$ cat config.mk
export PLATFORM = sky130hd
export DESIGN_NAME = cpu_ce_gen
export DESIGN_NICKNAME = d
export VERILOG_FILES = /design/src/rtl/cpu_ce_gen.sv
export SDC_FILE = /design/constraint.sdc
export NUM_CORES = 1
export LEC_CHECK = 0
export ABC_AREA = 1
export BUFFER_PORTS_ARGS = -buffer_cell sky130_fd_sc_hd__clkbuf_2
export CAP_MARGIN = 5
export CORE_MARGIN = 8
export CORE_UTILIZATION = 26
export DETAILED_ROUTE_END_ITERATION = 10
export PLACE_DENSITY = 0.41
export RECOVER_POWER = 50
export SLEW_MARGIN = 30
export SYNTH_ARGS = -nofsm -noshare
export SYNTH_HDL_FRONTEND = slang
export SYNTH_SLANG_ARGS = --single-unit
$ cat constraint.sdc
create_clock -name clk_sys -period 5.7 [get_ports clk_sys]
set_clock_uncertainty 0.05 [all_clocks]
set_input_delay 0.855 -clock clk_sys [delete_from_list [all_inputs] [get_ports clk_sys]]
set_output_delay 0.855 -clock clk_sys [all_outputs]
set_load 0.01 [all_outputs]
$ cat src/rtl/cpu_ce_gen.sv
// CPU clock-enable generator: fixed-rate enables plus a speed-level
// controlled CPU enable pair with a glitch-free level-switch sequence.
module cpu_ce_gen #(
   parameter int unsigned CNT_W         = 6,
   parameter int unsigned LEVELS        = CNT_W - 1,
   parameter int unsigned HOLD_TICKS    = 3,
   parameter int unsigned RAM_WAIT_LVL  = 3,
   parameter int unsigned TAPE_WAIT_LVL = 2
) (
   input  logic       clk_sys,
   input  logic       reset_n,
   input  logic [2:0] level_req,
   input  logic       ram_ready,
   input  logic       tape_active,
   input  logic       ce_sp,
   input  logic       ce_sn,
   output logic       ce_cpu_p,
   output logic       ce_cpu_n,
   output logic       ce_cpu,
   output logic       ce_28m,
   output logic       ce_7mp,
   output logic       ce_7mn,
   output logic       ce_psg,
   output logic       cpu_en,
   output logic [2:0] level,
   output logic       level_ack
);

   localparam int unsigned LVL_W  = 3;
   localparam int unsigned HOLD_W = (HOLD_TICKS > 1) ? $clog2(HOLD_TICKS) : 1;
   localparam logic [LVL_W-1:0]  LVL_MAX   = LVL_W'(LEVELS - 1);
   localparam logic [LVL_W-1:0]  RAM_LVL   = LVL_W'(RAM_WAIT_LVL);
   localparam logic [LVL_W-1:0]  TAPE_LVL  = LVL_W'(TAPE_WAIT_LVL);
   localparam logic [HOLD_W-1:0] HOLD_LOAD = HOLD_W'(HOLD_TICKS - 1);

   typedef enum logic [1:0] {
      RUN    = 2'd0,
      HOLD   = 2'd1,
      RESUME = 2'd2
   } state_t;

   logic [CNT_W-1:0]  cnt;
   logic [CNT_W-1:0]  mask_c;
   logic [CNT_W-1:0]  top_c;
   logic              tp_c;
   logic              tn_c;
   logic              p_src_c;
   logic              n_src_c;
   logic [LVL_W-1:0]  lvl_sat_c;

   state_t            state_q, state_d;
   logic [HOLD_W-1:0] hold_q, hold_d;
   logic              pend_q, pend_d;
   logic              en_d;
   logic [LVL_W-1:0]  lvl_d;
   logic              ack_d;

   // Free-running phase counter
   always_ff @(posedge clk_sys or negedge reset_n) begin
      if (!reset_n) cnt <= '0;
      else          cnt <= cnt + CNT_W'(1);
   end

   // Phase ticks for the current level and p/n source selection
   always_comb begin
      mask_c    = {CNT_W{1'b1}} >> (4'(level) + 4'd1);
      top_c     = (mask_c >> 1) + CNT_W'(mask_c != '0);
      tp_c      = (cnt & mask_c) == '0;
      tn_c      = (cnt & mask_c) == top_c;
      p_src_c   = (level == '0) ? ce_sp : tp_c;
      n_src_c   = (level == '0) ? ce_sn : tn_c;
      lvl_sat_c = (level_req > LVL_MAX) ? LVL_MAX : level_req;
   end

   // Registered fixed-rate and gated CPU enables
   always_ff @(posedge clk_sys or negedge reset_n) begin
      if (!reset_n) begin
         ce_28m   <= 1'b0;
         ce_7mp   <= 1'b0;
         ce_7mn   <= 1'b0;
         ce_psg   <= 1'b0;
         ce_cpu_p <= 1'b0;
         ce_cpu_n <= 1'b0;
         ce_cpu   <= 1'b0;
      end else begin
         ce_28m   <= cnt[1:0] == 2'd0;
         ce_7mp   <= cnt[3:0] == 4'd0;
         ce_7mn   <= cnt[3:0] == 4'd8;
         ce_psg   <= cnt == '0;
         ce_cpu_p <= cpu_en & p_src_c;
         ce_cpu_n <= cpu_en & n_src_c;
         ce_cpu   <= cpu_en & tp_c;
      end
   end

   // Level-switch / stall sequencing, evaluated only on selected n ticks
   always_comb begin
      state_d = state_q;
      hold_d  = hold_q;
      pend_d  = pend_q;
      en_d    = cpu_en;
      lvl_d   = level;
      ack_d   = 1'b0;
      if (n_src_c) begin
         if (lvl_sat_c != level) begin
            lvl_d   = lvl_sat_c;
            en_d    = 1'b0;
            hold_d  = HOLD_LOAD;
            pend_d  = 1'b1;
            state_d = HOLD;
         end else begin
            case (state_q)
               HOLD: begin
                  if (hold_q <= HOLD_W'(1)) begin
                     hold_d  = '0;
                     state_d = RESUME;
                  end else begin
                     hold_d = hold_q - HOLD_W'(1);
                  end
               end
               RESUME: begin
                  if (ram_ready) begin
                     en_d    = 1'b1;
                     ack_d   = pend_q;
                     pend_d  = 1'b0;
                     state_d = RUN;
                  end
               end
               RUN: begin
                  if (!ram_ready &&
                      ((level >= RAM_LVL) || ((level >= TAPE_LVL) && tape_active))) begin
                     en_d    = 1'b0;
                     state_d = RESUME;
                  end
               end
               default: state_d = RUN;
            endcase
         end
      end
   end

   // Sequencer state register
   always_ff @(posedge clk_sys or negedge reset_n) begin
      if (!reset_n) begin
         state_q   <= RUN;
         hold_q    <= '0;
         pend_q    <= 1'b0;
         cpu_en    <= 1'b1;
         level     <= '0;
         level_ack <= 1'b0;
      end else begin
         state_q   <= state_d;
         hold_q    <= hold_d;
         pend_q    <= pend_d;
         cpu_en    <= en_d;
         level     <= lvl_d;
         level_ack <= ack_d;
      end
   end

endmodule

======== Word level (Yosys, flattened, before mapping) ========
Index checks and enable logic that the tools add are counted.
operators by class
  reduce and logical (&&, ||, !) cells .... 20
  shift-type cells ........................ 1
  multiplexer cells ....................... 22
  add/subtract/negate cells ............... 4
  bitwise operators ....................... 4
  equality and inequality tests ........... 8
  magnitude comparators ................... 4
operator list
  cell                                                  number
  2-to-1 mux 2 bit                                      7
  logical NOT 6 bit                                     2
  2-to-1 mux 1 bit                                      12
  inequality test 3 bit, second input constant          3
  AND reduction 4 bit                                   2
  adder 5 x 1 -> 6 bit                                  1
  adder 6 x 1 -> 6 bit, second input constant           1
  AND 6 bit                                             1
  equality test 6 bit                                   1
  >= comparator 3 x 2 -> 1 bit, second input constant   2
  case mux 2 bit (3 select lines)                       1
  nonzero test 2 bit                                    3
  nonzero test 6 bit                                    1
  right shift 6 x 4 -> 6 bit, first input constant      1
  adder 3 x 1 -> 4 bit, second input constant           1
  equality test 4 bit, second input constant            1
  logical NOT 2 bit                                     2
  logical NOT 4 bit                                     1
  AND reduction 2 bit                                   2
  AND 1 bit                                             3
  greater-than comparator 3 bit, second input constant  1
  logical NOT 3 bit                                     1
  2-to-1 mux 3 bit                                      1
  inequality test 3 bit                                 1
  other kinds (10)                                      11
word-level totals
  word-level logic and storage cells ...... 77
  output and inout bits ................... 12
  input port bits ......................... 9
  flip-flop bits (word level) ............. 23

======== Longest topological paths before layout ========
Gate-level depths: netlist of run 1.
  depth in word-level cells ............... 7
  mapped depth ............................ 15
  gate-level depth less buffers ........... 15

======== Least setup slack after synthesis of run 1 ========
No wires, ideal clock.
  path kind ............................... reg-to-reg
  start point ............................. register level[2]
  end point ............................... register hold_q[1]
  arrival ................................. 1.792 ns
  path slack .............................. 3.737 ns
  required time ........................... 5.529 ns
  cell stages (with the launch flop) ...... 14
  library setup time ...................... 0.121 ns
  period minus slack after synthesis ...... 1.963 ns
  buffers on the path ..................... 0
  cell sequence ........................... dfrtp_1 o21ai_1 ha_1 ha_1 inv_1 nand2_1 nand2_1 nand2_1 nor2_2 nand3_4 nand2_8 nand2_4 nand2_1 o21ai_2
between the ends
  cells in the longest elaborated chain, start to end .. 7
  elaborated cells between the ends (all ways) .. 12
ends and longest elaborated chain
  item                                  line  RTL
  start: declaration                    25    output logic [2:0] level,
  start signal: assignment              156   level <= lvl_d;
  adder 3 x 1 -> 4 bit                  66    mask_c = {CNT_W{1'b1}} >> (4'(level) + 4'd1);
  right shift 6 x 4 -> 6 bit            66
  nonzero test 6 bit                    67    top_c = (mask_c >> 1) + CNT_W'(mask_c != '0);
  adder 5 x 1 -> 6 bit                  67
  equality test 6 bit                   69    tn_c = (cnt & mask_c) == top_c;
  2-to-1 mux 1 bit                      71    n_src_c = (level == '0) ? ce_sn : tn_c;
  AND reduction 2 bit (no source line)  --
  end signal: assignment                153   hold_q <= hold_d;
  end: declaration                      52    logic [HOLD_W-1:0] hold_q, hold_d;
Parallel ways exist; a longest one is shown, timed or not.
A chain may end at the register's enable or synchronous reset.

======== Worst setup path after layout of run 1 ========
  start point ............................. register level[1]
  end point ............................... register state_q[0]
between the ends
  cells in the longest elaborated chain, start to end .. 7
  elaborated cells between the ends (all ways) .. 19
ends and longest elaborated chain
  item                                  line  RTL
  adder 3 x 1 -> 4 bit                  66
  right shift 6 x 4 -> 6 bit            66
  nonzero test 6 bit                    67
  adder 5 x 1 -> 6 bit                  67
  equality test 6 bit                   69
  2-to-1 mux 1 bit                      71
  AND reduction 4 bit (no source line)  --
  end signal: assignment                152   state_q <= state_d;
  end: declaration                      51    state_t state_q, state_d;
Parallel ways exist; a longest one is shown, timed or not.

==> flow_summary.yaml, run 1 <==
run_status:
  status: "finished clean"
global_routing:
  grt_max_degree: 24
  grt_overflow: 0
  antenna_found_initial: 0
  first_global_vias: 1054
  grt_pass1_wl_mm: 4.88
  grtUsageTotal_pct: 8.05
synthesis:
  synthXorXnorAreaFrac_pct: 3.39
  yosys.area.top_type: "dfrtp_1"
  synthArstFlopShare_pct: 100
  synthCells: 161
  synth_cell_types: 23
  avgSynthCellArea_um2: 8.02
  ys_seq_area_share_pct: 44.7
  ys_top_cells_by_area: "dfrtp_1, nand2_1, inv_1"
  synth-edff-count: 0
  synth.cell_area_mm2: 0.00129
  synth_compound_area_share_pct: 6.69
  synth_nets: 175
  synthSimpleGateAreaFrac_pct: 32.6
  synth_most_common_cell: "nand2_1"
  synth_common_cells: "nand2_1, dfrtp_1, inv_1, nor2_1, nand3_1"
  synth-adder-area-share_pct: 4.84
  synth_top_family_by_area: "simple AND/OR/NAND/NOR gates"
  synth_top_area_share_pct: 42.6
  synth_ff_type: "dfrtp_1"
  yosys_register_bits: 23
  ys_warn_count: 0
  synthMuxAreaShare_pct: 0
route:
  ant_nets: 0
  dr.pass1.iters: 4
  first_iter_violations: 35
  drc: 0
  wire_per_inst_um: 11.1
  vias: 1082
  wirelength_mm: 2.80
  viasPerCell: 4.31
setup_path:
  reg2reg_slack_ns: 3.58
  critical_path_arrival_ns: 2.22
  worstSetupPathType: "flop to flop"
  critPathMaxFanout: 10
  startpoint_type: "flop"
  critical_path_required_ns: 5.80
  worst_setup_path_end_kind: "flop"
  r2r_cells: 12
timing:
  final.period_utilization_pct: 37.2
  slew_headroom_pct: 18.1
  timing_hold_violations_final: 0
  hold_ws_ns: 0.410
  setup_viol_count_final: 0
  rsz0062_at_grt: "false"
  fin_setup_tns_ns: 0
  fmaxAchievable_mhz: 472
  worstMarginPinSlew_ns: 1.23
  min_period_ns: 2.12
  slew_viol_final: 0
die:
  die_h_um: 86.5
  rows: 25
  dieWidth_um: 86.5
  io_pins: 21
  dieArea_mm2: 0.00748
  core_mm2: 0.00475
  start_util_pct: 27.2
power_and_ir_drop:
  p_per_area_mw_per_mm2: 450
  power_leakage_nw: 0.764
  finalPower_mw: 0.683
  peakVddDrop_uv: 179
cts:
  htree_levels: 1
  cts_tree: "done"
  cts-buffers-inserted: 3
  post-cts-setup-buffers: 0
  clkLatencyLatePin_ns: 0.26
  path_clk_slew_ns: 0.09
  cts_sinks: 23
  cts_resized: 0
  cts_buffer_depth: 2
  hold_buffers: 0
  cts_root_buf: "clkbuf_8"
final_layout:
  area_growth_pct: 17.6
  num_antenna_cells: 0
  nNetsFinal: 199
  filler_cell_count: 548
  drive_gt1_share_pct: 21.7
worst_hold_path:
  whs_path_depth: 1
  hold_path.class: "flop to flop"
placed_design:
  dp_hpwl_mm: 2.24
  port_buffers: 20
  gp_congestion: 0.734
run:
  cap_violations: 0
==> through the flow <==
| stage | instance area (um2) | cells | utilization (%) | setup slack [ns] |
|---|---|---|---|---|
| floorplan | 1290 | 161 | - | 3.74 |
| global route | 1520 | 251 | 31.9 | 3.36 |
| detailed placement | 1470 | 247 | 30.9 | 3.53 |
| global placement | 1470 | 247 | 30.9 | 3.54 |
| CTS | 1520 | 251 | 32.0 | 3.56 |
| finish | 1520 | 251 | 31.9 | 3.58 |
==> flip-flops by register name (all words and copies together) (netlist names) <==
signal	flops
pend_q	1
ce_7mn	1
cpu_en	1
cnt	6
state_q	2
ce_cpu_n	1
hold_q	2
ce_cpu_p	1
level	3
ce_psg	1
ce_28m	1
level_ack	1
ce_cpu	1
ce_7mp	1
==> worst paths after layout <==
path	end	start
min	ce_psg$_DFF_PN0_	cnt[5]$_DFF_PN0_
min reg2reg	ce_psg$_DFF_PN0_	cnt[5]$_DFF_PN0_
max in group asynchronous	hold_q[1]$_DFFE_PN0P_	reset_n
max reg2reg	state_q[0]$_DFFE_PN0P_	level[1]$_DFFE_PN0P_
min in group asynchronous	ce_28m$_DFF_PN0_	reset_n
max	state_q[0]$_DFFE_PN0P_	level[1]$_DFFE_PN0P_
==> routing by layer <==
metal / vias up / routed length [um] / track usage (%)
met5: - / 0 / 0
met4: 0 / 44 / 3.76
met3: 2 / 122 / 1.80
met2: 22 / 1220 / 12.8
met1: 503 / 1410 / 10.0
li1: 555 / - / -
==> power breakdown <==
| part | switching, mW | leakage [nW] | internal, mW |
|---|---|---|---|
| Sequential | 0.0328 | 0.281 | 0.196 |
| Combinational | 0.228 | 0.461 | 0.122 |
| Clock | 0.0545 | 0.0217 | 0.0494 |
| Total | 0.315 | 0.764 | 0.368 |
==> final cells by class <==
cell class | count | area [um2] | area share (%)
tap | 67 | 83.8 | 5.52
inverter | 26 | 97.6 | 6.43
sequential | 23 | 577 | 38.0
clock inverter | 1 | 7.51 | 0.494
timing repair buffer | 20 | 98.8 | 6.51
multi-input combinational | 111 | 613 | 40.4
clock buffer | 3 | 41.3 | 2.72
==> cells in the final DEF (no fill, tap or decap), types with 2 or more instances in the layout <==
cell type / Yosys / routed
o21ai_0: 3 / 3
nand4_1: 3 / 3
nand3_2: 2 / 2
inv_1: 22 / 22
clkbuf_8: 0 / 3
clkbuf_2: 0 / 19
inv_2: 4 / 4
nor2_2: 2 / 2
o21ai_1: 4 / 4
nor3_1: 3 / 3
a21oi_1: 5 / 5
ha_1: 5 / 5
nor2_1: 15 / 15
nand2_1: 42 / 42
dfrtp_1: 22 / 22
xor2_1: 4 / 4
nand2_4: 2 / 2
nand3_1: 14 / 14
o21ai_2: 3 / 3
==> worst max-delay path, stage by stage (launching register included) <==
cell	delay, ns
dfrtp_1	0.47
nor2_2	0.26
nand2_1	0.14
inv_1	0.12
ha_1	0.25
nand2_1	0.07
nand2_1	0.06
nor2_2	0.14
nand3_4	0.11
nand2_8	0.11
nand3_2	0.09
nand2_1	0.08
nand2_1	0.05
==> cells by family after synthesis <==
logic type      after synthesis
compound gates               15
xor+xnor                      5
fa+ha+maj                     5
flops                        23
simple gates                 86
buf+inv                      27
Power figures use the tool's default switching activity.
==> run 2: changes to the inputs <==
--- a/config.mk
+++ b/config.mk
@@ -5,13 +5,13 @@
 export SDC_FILE = /design/constraint.sdc
 export NUM_CORES = 1
 export LEC_CHECK = 0
-export ABC_AREA = 1
+export ABC_AREA = 0
 export BUFFER_PORTS_ARGS = -buffer_cell sky130_fd_sc_hd__clkbuf_2
 export CAP_MARGIN = 5
 export CORE_MARGIN = 8
 export CORE_UTILIZATION = 26
 export DETAILED_ROUTE_END_ITERATION = 10
-export PLACE_DENSITY = 0.41
+export PLACE_DENSITY = 0.42
 export RECOVER_POWER = 50
 export SLEW_MARGIN = 30
 export SYNTH_ARGS = -nofsm -noshare
==> constraint.sdc (replaced) <==
create_clock -name clk_sys -period 1.95 [get_ports clk_sys]
set_clock_uncertainty 0.05 [all_clocks]
set_input_delay 0.2925 -clock clk_sys [delete_from_list [all_inputs] [get_ports clk_sys]]
set_output_delay 0.2925 -clock clk_sys [all_outputs]
set_load 0.01 [all_outputs]
==> run 2 against run 1 <==
Compared with the run above: the run now ends with setup timing left; sequential share of layout area is 8.1 points lower; synthesized cell count is 21% lower; combinational power grew to 7.0 times the previous value; die area is 3.5% higher; final cell count is 0.40% lower; fmax is 12% lower; first-iteration DRC count is 46% higher; highest routed layer unchanged; final area is 28% higher; setup slack worse by 4.0 ns; flip-flop and latch count stayed put; clock power grew to 2.9 times the previous value.
==> flow_summary.yaml, run 2 <==
route:
  wire_per_inst_um: 14.5
  viasPerCell: 4.70
  drc: 0
  first_iter_violations: 51
  dr.pass1.iters: 4
  vias: 1174
  wirelength_mm: 3.62
  ant_nets: 0
power_and_ir_drop:
  peakVddDrop_uv: 645
  p_per_area_mw_per_mm2: 1760
  power_leakage_nw: 0.865
synthesis:
  synth_ff_type: "dfrtp_1"
  synth_nets: 141
  synth-edff-count: 0
  synth_cell_types: 55
  ys_seq_area_share_pct: 42.8
  synthArstFlopShare_pct: 100
  synth.cell_area_mm2: 0.00135
  avgSynthCellArea_um2: 10.6
  ys_warn_count: 0
  ys_top_cells_by_area: "dfrtp_1, ha_1, xnor2_1"
  synth_common_cells: "dfrtp_1, inv_1, nand2_1, ha_1, nand3_1"
  yosys.area.top_type: "dfrtp_1"
  synth_most_common_cell: "dfrtp_1"
  synthCells: 127
  synth_top_area_share_pct: 40.9
  yosys_register_bits: 23
setup_path:
  worst_setup_path_end_kind: "flop"
  worstReg2RegEnd: "hold_q[0]$_DFFE_PN0P_"
  critPathMaxFanout: 6
  startpoint: "level[1]$_DFFE_PN0P_"
  reg2reg_slack_ns: -0.45
  critical_path_required_ns: 2.06
  worstSetupPathType: "flop to flop"
  startpoint_type: "flop"
  critical_path_arrival_ns: 2.51
  r2r_cells: 7
  r2r_start: "level[1]$_DFFE_PN0P_"
  endpoint: "hold_q[0]$_DFFE_PN0P_"
cts:
  clkLatencyLatePin_ns: 0.26
  cts_sinks: 23
  cts_root_buf: "clkbuf_8"
  path_clk_slew_ns: 0.08
  cts_buffer_depth: 2
  htree_levels: 1
  cts-buffers-inserted: 3
  cts_tree: "done"
timing:
  final.period_utilization_pct: 123
  fmaxAchievable_mhz: 416
  slew_viol_final: 0
  worstMarginPinSlew_ns: 1.27
  rsz0062_at_grt: "true"
  setup_viol_count_final: 11
  slew_headroom_pct: 15.5
  min_period_ns: 2.40
  timing_hold_violations_final: 0
  worst_slack_ns: -0.453
die:
  rows: 26
  dieWidth_um: 88.0
  dieArea_mm2: 0.00774
  io_pins: 21
  start_util_pct: 26.7
  die_h_um: 88.0
  core_mm2: 0.00504
final_layout:
  largest_reg_flops: 6
  fin_cells: 250
  layout_commonest_cell: "buf_4"
  area_growth_pct: 44.3
  regMostFlops: "cnt"
  num_antenna_cells: 0
  design_area_mm2: 0.00194
  top_regs: "cnt x6, level x3"
  fin_util_pct: 38.5
  nNetsFinal: 195
  filler_cell_count: 489
  drive_gt1_share_pct: 47.8
  most-common-layout-cells: "buf_4, dfrtp_1, clkbuf_2"
run:
  cap_violations: 0
global_routing:
  grt_max_degree: 24
  antenna_found_initial: 0
  grt_overflow: 0
  first_global_vias: 1243
  grtUsageTotal_pct: 10.1
  grt_pass1_wl_mm: 6.09
placed_design:
  place_inst: 233
  dpl_cell_area_mm2: 0.00167
  port_buffers: 20
  gp_congestion: 0.806
  dp_hpwl_mm: 2.68
run_status:
  status: "finished with violations"
  violations: "setup timing"
worst_hold_path:
  hold_path.class: "input pin to flop"
## run 2: layout make-up
class,instances,area [um2],area share [%]
multi-input combinational,91,818,42.1
sequential,23,581,29.9
timing repair buffer,54,380,19.6
tap,70,87.6,4.51
clock buffer,3,41.3,2.12
inverter,8,30.0,1.55
clock inverter,1,5.00,0.258
## run 2: how the worst min path moves through the flow
stage               depth (start not counted)  slack, ns                 end    start
CTS                                         3       0.21  ce_cpu_p$_DFF_PN0_    ce_sp
floorplan                                   0      -0.05    ce_28m$_DFF_PN0_  reset_n
finish                                      3       0.21  ce_cpu_p$_DFF_PN0_    ce_sp
global placement                            1       0.27    ce_psg$_DFF_PN0_  reset_n
global route                                3       0.20  ce_cpu_p$_DFF_PN0_    ce_sp
detailed placement                          1       0.27    cnt[5]$_DFF_PN0_  reset_n
## run 2: report_power, final
group          leakage (nW)  total [mW]  internal (mW)  switching (mW)
sequential            0.273       0.668          0.556           0.112
clock                0.0255       0.301          0.143           0.158
combinational         0.566        2.46           1.27            1.19
total                 0.865        3.42           1.97            1.46
## run 2: cells by family (layout without fill, tap and decap cells)
logic type                 count (synthesis)  in the layout  synth area share, %
muxes                                      1              1                 1.11
DFF                                       23             23                 42.8
buffers and inverters                     13             66                 5.48
xor gates and xnor gates                   7              7                 4.55
AOI/OAI and AO/OA                         36             36                 21.6
and+or+nand+nor                           42             42                 19.8
adders and majority gates                  5              5                 4.65
## run 2: what timing repair did
item,4_1_cts,5_1_grt
hold endpoints to repair,22,0
pin swaps,10,9
gates resized for setup,15,8
setup endpoints to repair,11,11
buffers inserted,9,3
hold buffers,1,0
## run 2: critical path: stages (launching register included)
cell and delay, ns:
dfrtp_2 0.49, nor3_4 0.25, ha_4 0.24, or3b_1 0.35, o2111a_2 0.17, o31a_4 0.33
a211o_1 0.29, o2bb2ai_1 0.12
## run 2: per-layer routing
metal	global-route usage, %	wire length (um)
met1	11.4	1570
met2	17.8	1820
met3	2.81	181
met4	2.97	46
met5	0	0
## run 2: metrics by stage
step / setup WS [ns] / setup TNS [ns] / total power, mW / hold WS (ns)
6_report: -0.453 / -3.77 / 3.42 / 0.205
5_1_grt: -0.501 / -4.58 / 3.65 / 0.203
3_5_place_dp: -0.461 / -4.52 / 2.40 / 0.271
2_1_floorplan: -0.480 / -4.05 / 1.83 / -0.0531
4_1_cts: -0.417 / -3.88 / 3.14 / 0.207
3_3_place_gp: -0.412 / -4.23 / 2.39 / 0.265
==> run 3: changes to the inputs <==
--- a/config.mk
+++ b/config.mk
@@ -5,7 +5,7 @@
 export SDC_FILE = /design/constraint.sdc
 export NUM_CORES = 1
 export LEC_CHECK = 0
-export ABC_AREA = 0
+export ABC_AREA = 1
 export BUFFER_PORTS_ARGS = -buffer_cell sky130_fd_sc_hd__clkbuf_2
 export CAP_MARGIN = 5
 export CORE_MARGIN = 8
==> run 3 against run 2 <==
Compared with the run above: the flow now finishes without violations; register-to-register slack better by 0.46 ns; wire length is 20% lower; critical path depth is 5 higher; die area is 3.4% lower; hold slack better by 0.017 ns; largest cell class unchanged.
==> flow_summary.yaml, run 3 (same netlist as run 1, synthesis figures left out) <==
run_status:
  status: "finished clean"
setup_path:
  critPathMaxStageDelay_ns: 0.45
  worst_setup_path_end_kind: "flop"
  critical_path_arrival_ns: 2.05
  r2r_start: "level[2]$_DFFE_PN0P_"
  startpoint: "level[2]$_DFFE_PN0P_"
  reg2reg_slack_ns: 0.005
  path_cells: "o21ai_2 -> ha_2 -> ha_4 -> nand3_1 -> nand2_1 -> nand2_1 -> nor2_2 -> nand3_4 -> nand2_8 -> nand2_4 -> nand2_2 -> o21ai_2"
  critPathMaxFanout: 5
  cp_slowest_cell: "dfrtp_2"
  worstSetupPathType: "flop to flop"
  critical_path_required_ns: 2.06
  startpoint_type: "flop"
placed_design:
  gp_congestion: 0.799
  dp_hpwl_mm: 2.28
  port_buffers: 20
  pre_cts_slack_ns: -0.0301
timing:
  setup_viol_count_final: 0
  fmaxAchievable_mhz: 514
  timing_hold_violations_final: 0
  rsz0062_at_grt: "true"
  hold_ws_ns: 0.222
  slew_viol_final: 0
  min_period_ns: 1.95
  worst_slack_ns: 0.00454
  worstMarginPinSlew_ns: 1.23
  final.period_utilization_pct: 99.8
  fin_setup_tns_ns: 0
  slew_headroom_pct: 18.3
cts:
  cts_sinks: 23
  cts_tree: "done"
  cts-buffers-inserted: 3
  cts_buffer_depth: 2
  clkLatencyLatePin_ns: 0.26
  cts_root_buf: "clkbuf_8"
  path_clk_slew_ns: 0.08
  htree_levels: 1
route:
  first_iter_violations: 70
  vias: 1113
  wirelength_mm: 2.90
  drc: 0
  ant_nets: 0
  dr.pass1.iters: 4
  wire_per_inst_um: 11.1
  viasPerCell: 4.25
final_layout:
  regMostFlops: "cnt"
  largest_reg_flops: 6
  num_antenna_cells: 0
  top_regs: "cnt x6, level x3"
  nNetsFinal: 210
  area_growth_pct: 27.3
  most-common-layout-cells: "nand2_1, inv_1, dfrtp_1"
  drive_gt1_share_pct: 28.7
  layout_commonest_cell: "nand2_1"
global_routing:
  grtUsageMet3_pct: 1.32
  met2_usage_pct: 13.5
  grt_pass1_wl_mm: 5.20
  grt_max_degree: 24
  antenna_found_initial: 0
  grt_use_met1_pct: 11.2
  grt_overflow: 0
  first_global_vias: 1157
  grtUsageTotal_pct: 8.61
  top_usage_layer: "met2"
power_and_ir_drop:
  power.switching_mw: 1.01
  internal_power_mw: 1.23
  power_leakage_nw: 0.806
  power_frac_seq_pct: 29.8
  peakVddDrop_uv: 506
  p_per_area_mw_per_mm2: 1370
  p_comb_share_pct: 56.9
  p_clk_share_pct: 13.3
  sw_frac_of_total_pct: 45.1
die:
  start_util_pct: 27.2
  dieWidth_um: 86.5
  die_h_um: 86.5
  rows: 25
  io_pins: 21
  dieArea_mm2: 0.00748
  core_mm2: 0.00475
worst_hold_path:
  hold_path.class: "input pin to flop"
  hold_start: "ram_ready"
run:
  cap_violations: 0
run 3: power by group through the flow:
| stage | Sequential [mW] | Clock, mW | Combinational (mW) |
|---|---|---|---|
| floorplan | 0.678 | 0 | 0.793 |
| global placement | 0.667 | 0 | 1.10 |
| detailed placement | 0.672 | 0 | 1.12 |
| CTS | 0.665 | 0.314 | 1.25 |
| global route | 0.688 | 0.337 | 1.46 |
| finish | 0.671 | 0.298 | 1.28 |
run 3: stage by stage:
step                utilization, %  cells  total power, mW  cell area (um2)
floorplan                        -    161             1.47             1290
global placement              31.9    253             1.77             1520
detailed placement            31.9    253             1.80             1520
CTS                           34.2    261             2.23             1620
global route                  34.6    262             2.48             1640
finish                        34.6    262             2.25             1640
run 3: layer usage:
metal | vias to the layer above | wire length, um
li1 | 577 | -
met1 | 512 | 1480
met2 | 20 | 1280
met3 | 4 | 97
met4 | 0 | 52
met5 | - | 0
run 3: worst paths after layout:
kind | end | depth (start not counted)
hold / removal | level_ack$_DFF_PN0_ | 3
min in group asynchronous | cnt[0]$_DFF_PN0_ | 2
setup / recovery | hold_q[1]$_DFFE_PN0P_ | 12
hold reg to reg | ce_psg$_DFF_PN0_ | 1
setup reg to reg | hold_q[1]$_DFFE_PN0P_ | 12
max in group asynchronous | level[2]$_DFFE_PN0P_ | 2
run 3: worst max-delay path, delay by kind of cell (launching register included):
| kind | cells | cell delay, ns |
|---|---|---|
| AND/OR/NAND/NOR | 8 | 0.74 |
| AO/OA/AOI/OAI | 2 | 0.14 |
| adder cells (fa/ha/maj) | 2 | 0.47 |
| flip-flops | 1 | 0.45 |
run 3: cell type report:
type	instances	area [um2]
repair buffers	30	170
fillers	548	3110
flip-flops and latches	23	579
inverters	26	100
clock buffers	3	41.3
well taps	67	83.8
clock inverters	1	5.00
multi-input cells	112	664
run 3: what timing repair did:
item | CTS | global route
hold buffers | 1 | 0
endpoints found under the hold margin | 22 | 0
gates resized for setup | 8 | 6
cloned | 1 | 0
pin swaps | 3 | 5
endpoints found under the setup margin | 7 | 11
setup buffers | 2 | 1
